### config.mk
export PLATFORM = sky130hd
export DESIGN_NAME = branch_target_table
export DESIGN_NICKNAME = d
export VERILOG_FILES = /design/src/rtl/branch_target_table.sv
export SDC_FILE = /design/constraint.sdc
export NUM_CORES = 1
export LEC_CHECK = 0
export CAP_MARGIN = 10
export CORE_MARGIN = 3
export CORE_UTILIZATION = 50
export DETAILED_ROUTE_END_ITERATION = 7
export HOLD_SLACK_MARGIN = 0.02
export PLACE_DENSITY = 0.69
export SYNTH_ARGS = -nofsm -noshare
export SYNTH_HDL_FRONTEND = slang
export SYNTH_SLANG_ARGS = --single-unit
### constraint.sdc
create_clock -name clk -period 12.2 [get_ports clk]
set_input_delay 2.44 -clock clk [delete_from_list [all_inputs] [get_ports clk]]
set_output_delay 2.44 -clock clk [all_outputs]
set_load 0.01 [all_outputs]
### src/rtl/branch_target_table.sv
// Runtime-writable branch-target table for the fetch stage: absolute or PC-relative
// entries, registered one-cycle lookups, and a sequential self-clear after reset.
module branch_target_table #(
    parameter int D = 10,
    parameter int A = 4
) (
    input  logic         clk,
    input  logic         reset,
    input  logic         lookup_req,
    input  logic [A-1:0] lookup_addr,
    input  logic [D-1:0] pc,
    input  logic         wr_en,
    input  logic [A-1:0] wr_addr,
    input  logic [D-1:0] wr_target,
    input  logic         wr_rel,
    output logic         ready,
    output logic         target_valid,
    output logic [D-1:0] target,
    output logic         target_rel
);

    localparam int DEPTH = 2 ** A;
    localparam logic [A-1:0] LAST_IDX = A'(DEPTH - 1);
    localparam logic [A-1:0] IDX_ONE  = A'(1);

    typedef enum logic [0:0] {
        ST_INIT = 1'b0,
        ST_RUN  = 1'b1
    } state_t;

    state_t       state_r;
    logic [A-1:0] idx_r;
    logic [D:0]   mem_r [DEPTH];
    logic         ready_r;
    logic         target_valid_r;
    logic [D-1:0] target_r;
    logic         target_rel_r;

    logic [D:0]   rd_entry_s;
    logic [D-1:0] resolved_s;

    // Entry read with write-first bypass, then resolve relative offsets against pc
    always_comb begin
        rd_entry_s = '0;
        resolved_s = '0;
        if (wr_en && (wr_addr == lookup_addr)) begin
            rd_entry_s = {wr_rel, wr_target};
        end else begin
            rd_entry_s = mem_r[lookup_addr];
        end
        if (rd_entry_s[D]) begin
            resolved_s = pc + rd_entry_s[D-1:0];
        end else begin
            resolved_s = rd_entry_s[D-1:0];
        end
    end

    // Table storage: the clear sweep owns the write port until the FSM reaches RUN
    always_ff @(posedge clk) begin
        if (!reset) begin
            if (state_r == ST_INIT) begin
                mem_r[idx_r] <= '0;
            end else if (wr_en) begin
                mem_r[wr_addr] <= {wr_rel, wr_target};
            end
        end
    end

    // Control FSM and registered lookup result
    always_ff @(posedge clk) begin
        if (reset) begin
            state_r        <= ST_INIT;
            idx_r          <= '0;
            ready_r        <= 1'b0;
            target_valid_r <= 1'b0;
            target_r       <= '0;
            target_rel_r   <= 1'b0;
        end else begin
            case (state_r)
                ST_INIT: begin
                    idx_r          <= idx_r + IDX_ONE;
                    target_valid_r <= 1'b0;
                    if (idx_r == LAST_IDX) begin
                        state_r <= ST_RUN;
                        ready_r <= 1'b1;
                    end
                end
                ST_RUN: begin
                    ready_r        <= 1'b1;
                    target_valid_r <= lookup_req;
                    if (lookup_req) begin
                        target_r     <= resolved_s;
                        target_rel_r <= rd_entry_s[D];
                    end
                end
                default: begin
                    state_r        <= ST_INIT;
                    idx_r          <= '0;
                    ready_r        <= 1'b0;
                    target_valid_r <= 1'b0;
                end
            endcase
        end
    end

    assign ready        = ready_r;
    assign target_valid = target_valid_r;
    assign target       = target_r;
    assign target_rel   = target_rel_r;

endmodule

==> impl_metrics.py <==
metrics = {
    "timing": {
        "clock.fmax_ghz": 0.156,
        "rsz0062_at_grt": "false",
        "setup_viol_count_final": 0,
        "final_hold_viol_count": 0,
        "finalCritPeriodShare_pct": 52.4,
        "slew_headroom_pct": 27.0,
        "fin_skew_ns": 0.00908,
        "fin_tns_setup_ns": 0,
        "finalCriticalPeriod_ns": 6.40,
        "slew_violations": 0,
        "worstMarginPinSlew_ns": 1.10,
    },
    "drt": {
        "dr.pass1.iters": 5,
        "wl_um": 17600,
        "drc": 0,
        "drt_iter0_drc": 339,
        "wire_per_inst_um": 23.9,
        "num_vias": 4297,
        "vias_per_cell": 5.85,
        "ant_nets": 0,
    },
    "clock_network": {
        "post_cts_buffers": 0,
        "numCtsBuffers": 17,
        "post_cts_resized": 0,
        "cts_max_level": 4,
        "cts-root-buf": "clkbuf_16",
        "cts_max_path_buffers": 2,
        "cts_tree": "yes",
        "clk_latency_ns": 0.43,
        "post_cts_hold_buffer_count": 0,
        "clkTransAtPathRegs_ns": 0.06,
        "cts.sinks": 194,
    },
    "pwr": {
        "powerDensity_nw_per_um2": 143,
        "leakage_nw": 3.42,
        "worst_ir_drop_vdd_v": 0.0000953,
    },
    "floorplan": {
        "floorplan.initialDensity_pct": 51.6,
        "die_w_um": 135,
        "rows": 46,
        "io_pins": 46,
        "coreArea_um2": 16100,
        "fp.dieH_um": 135,
        "dieArea_um2": 18200,
    },
    "layout": {
        "drive_above_1_share_pct": 20.4,
        "layoutNonFillerInstCount": 735,
        "num_antenna_cells": 0,
        "post-route-util_pct": 59.2,
        "fin_nets": 552,
        "areaGrowthSynthToFinish_pct": 14.8,
    },
    "hold_path": {
        "min_path_type": "reg2reg",
    },
    "yosys": {
        "synth_xor_area_share_pct": 1.37,
        "ys_seq_elements": 194,
        "yosys_warnings": 0,
        "synth_ff_type": "edfxtp_1",
        "synth-simple-area-share_pct": 4.88,
        "postSynthCellCount": 449,
        "ys_types": 51,
        "synth.avg_cell_area_um2": 18.5,
        "synthMuxAreaShare_pct": 17.7,
        "synth_compound_area_share_pct": 3.59,
        "synth_edf_count": 176,
        "synth_top_family_by_area": "multiplexers",
        "syn_area_um2": 8290,
        "synthAdderAreaFrac_pct": 1.75,
        "yosysSeqAreaShare_pct": 68.1,
        "syn_nets": 493,
        "ys_async_sr_fraction_pct": 0,
    },
    "worst_setup_path": {
        "crit_path_end_kind": "register",
        "cpLargestDelayFamily": "buffers and inverters",
        "crit_fanout": 15,
        "max_stage_delay_ns": 1.19,
        "arrival_ns": 6.74,
        "critPathRequiredTime_ns": 12.54,
        "cp_num_buf_inv": 2,
        "crit_type": "in2reg",
        "cp_cell_sequence": "clkdlybuf4s50_1 -> xnor2_1 -> nand2_1 -> nor4_2 -> buf_4 -> mux2_2 -> ha_1 -> fa_1 -> a21oi_1 -> o211ai_1 -> a2111oi_0 -> nor3_1 -> or3b_1 -> a211oi_1",
        "worstSetupStartpointType": "input pin",
        "critical-path-slowest-cell": "clkdlybuf4s50_1",
    },
    "placement": {
        "io_buffer_count": 45,
        "dp_hpwl_um": 10800,
        "dp.cells": 705,
        "gp_congestion": 0.872,
    },
    "global_routing": {
        "antenna_found_initial": 0,
        "grt_pass1_wl_um": 26800,
        "grt_max_degree": 46,
        "overflow": 0,
        "grt_usage_pct": 20.7,
        "grt_pass1_vias": 4421,
    },
    "flow_run": {
        "drv_cap": 0,
    },
    "run_status": {
        "outcome": "finished clean",
    },
}
==> sequential cells by signal, indices dropped and copies added (netlist names) <==
register and cells:
target_rel 1, idx_r 4, target 10, mem_r 176, state_r 1, ready 1, target_valid 1
==> routing by layer <==
layer  vias up  global-route usage [%]  routed length (um)
li1       1936                       -                   -
met1      2170                    27.8                7240
met4         0                    6.56                 229
met2       172                    33.5                8690
met5         -                       0                   0
met3        19                    5.48                1400
==> layout make-up <==
cell class | count | area [um2]
multi-input cells | 224 | 2430
fillers | 1159 | 6540
well taps | 216 | 270
clock inverters | 10 | 125
flip-flops and latches | 194 | 5650
clock buffers | 20 | 437
repair buffers | 62 | 568
inverters | 9 | 33.8
==> path summary, 6_finish.rpt <==
| check | startpoint | endpoint | slack, ns | cells past startpoint |
|---|---|---|---|---|
| max | lookup_addr[1] | target[8] | 5.80 | 14 |
| min | ready | ready | 0.45 | 2 |
| max reg2reg | mem_r[15][0] | target[8] | 8.45 | 11 |
| min reg2reg | ready | ready | 0.45 | 2 |
==> cells by family after synthesis <==
kind of cell    after synthesis
fa+ha+maj                    11
flops                       194
xor+xnor                     13
simple gates                 82
buf+inv                      31
compound gates               46
mux                          72
==> cells in the final DEF (no fill, tap or decap), types with 4 or more instances in the layout <==
master           netlist  layout
buf_4                  4      17
a21oi_1               13      13
nand3_1                4       4
clkdlybuf4s50_1        0      43
nand2_1               15      15
ha_1                  10      10
a31oi_1                5       5
mux2i_1                6       6
nor2_1                33      29
o21ai_0                6       6
a211oi_1               6       6
inv_1                  9       9
clkbuf_16              0      17
mux4_2                40      40
dfxtp_1               18      18
and2_1                11      11
nor2_2                 0       4
xor2_1                 7       7
xnor2_1                6       6
edfxtp_1             176     176
mux4_1                14      14
mux2_2                12      12
==> cells in the mapped netlist (7+ instances only) <==
cell type  count  share of area (%)
mux4_2        40                 11
mux2_2        12                1.6
a21oi_1       13               0.78
buf_6          8                1.1
and2_1        11               0.83
nor2_1        33                1.5
mux4_1        14                4.4
inv_1          9               0.41
xor2_1         7               0.74
nand2_1       15               0.68
edfxtp_1     176                 64
ha_1          10                1.5
dfxtp_1       18                4.3
==> worst reg2reg max path: cells and delay by family (launching register included) <==
family,cells,cell delay [ns]
flops,1,0.37
compound gates,4,1.00
simple gates,2,0.45
fa+ha+maj,2,0.61
mux,3,1.23
==> where the power goes <==
group / internal, W / switching [W]
logic: 0.0000466 / 0.0000513
clock network: 0.000303 / 0.000235
registers: 0.000722 / 0.00000246
total: 0.00107 / 0.000289
==> stage by stage <==
stage	hold slack [ns]	instance area [um2]	power (W)	setup WS, ns
2_1_floorplan	0.469	8290	0.000806	6.14
3_3_place_gp	0.440	8950	0.000836	5.38
3_5_place_dp	0.443	8950	0.000837	5.30
4_1_cts	0.452	9510	0.00137	5.73
5_1_grt	0.487	9510	0.00141	5.30
6_report	0.452	9510	0.00136	5.80
No activity file was read; power rests on OpenSTA's default activity.
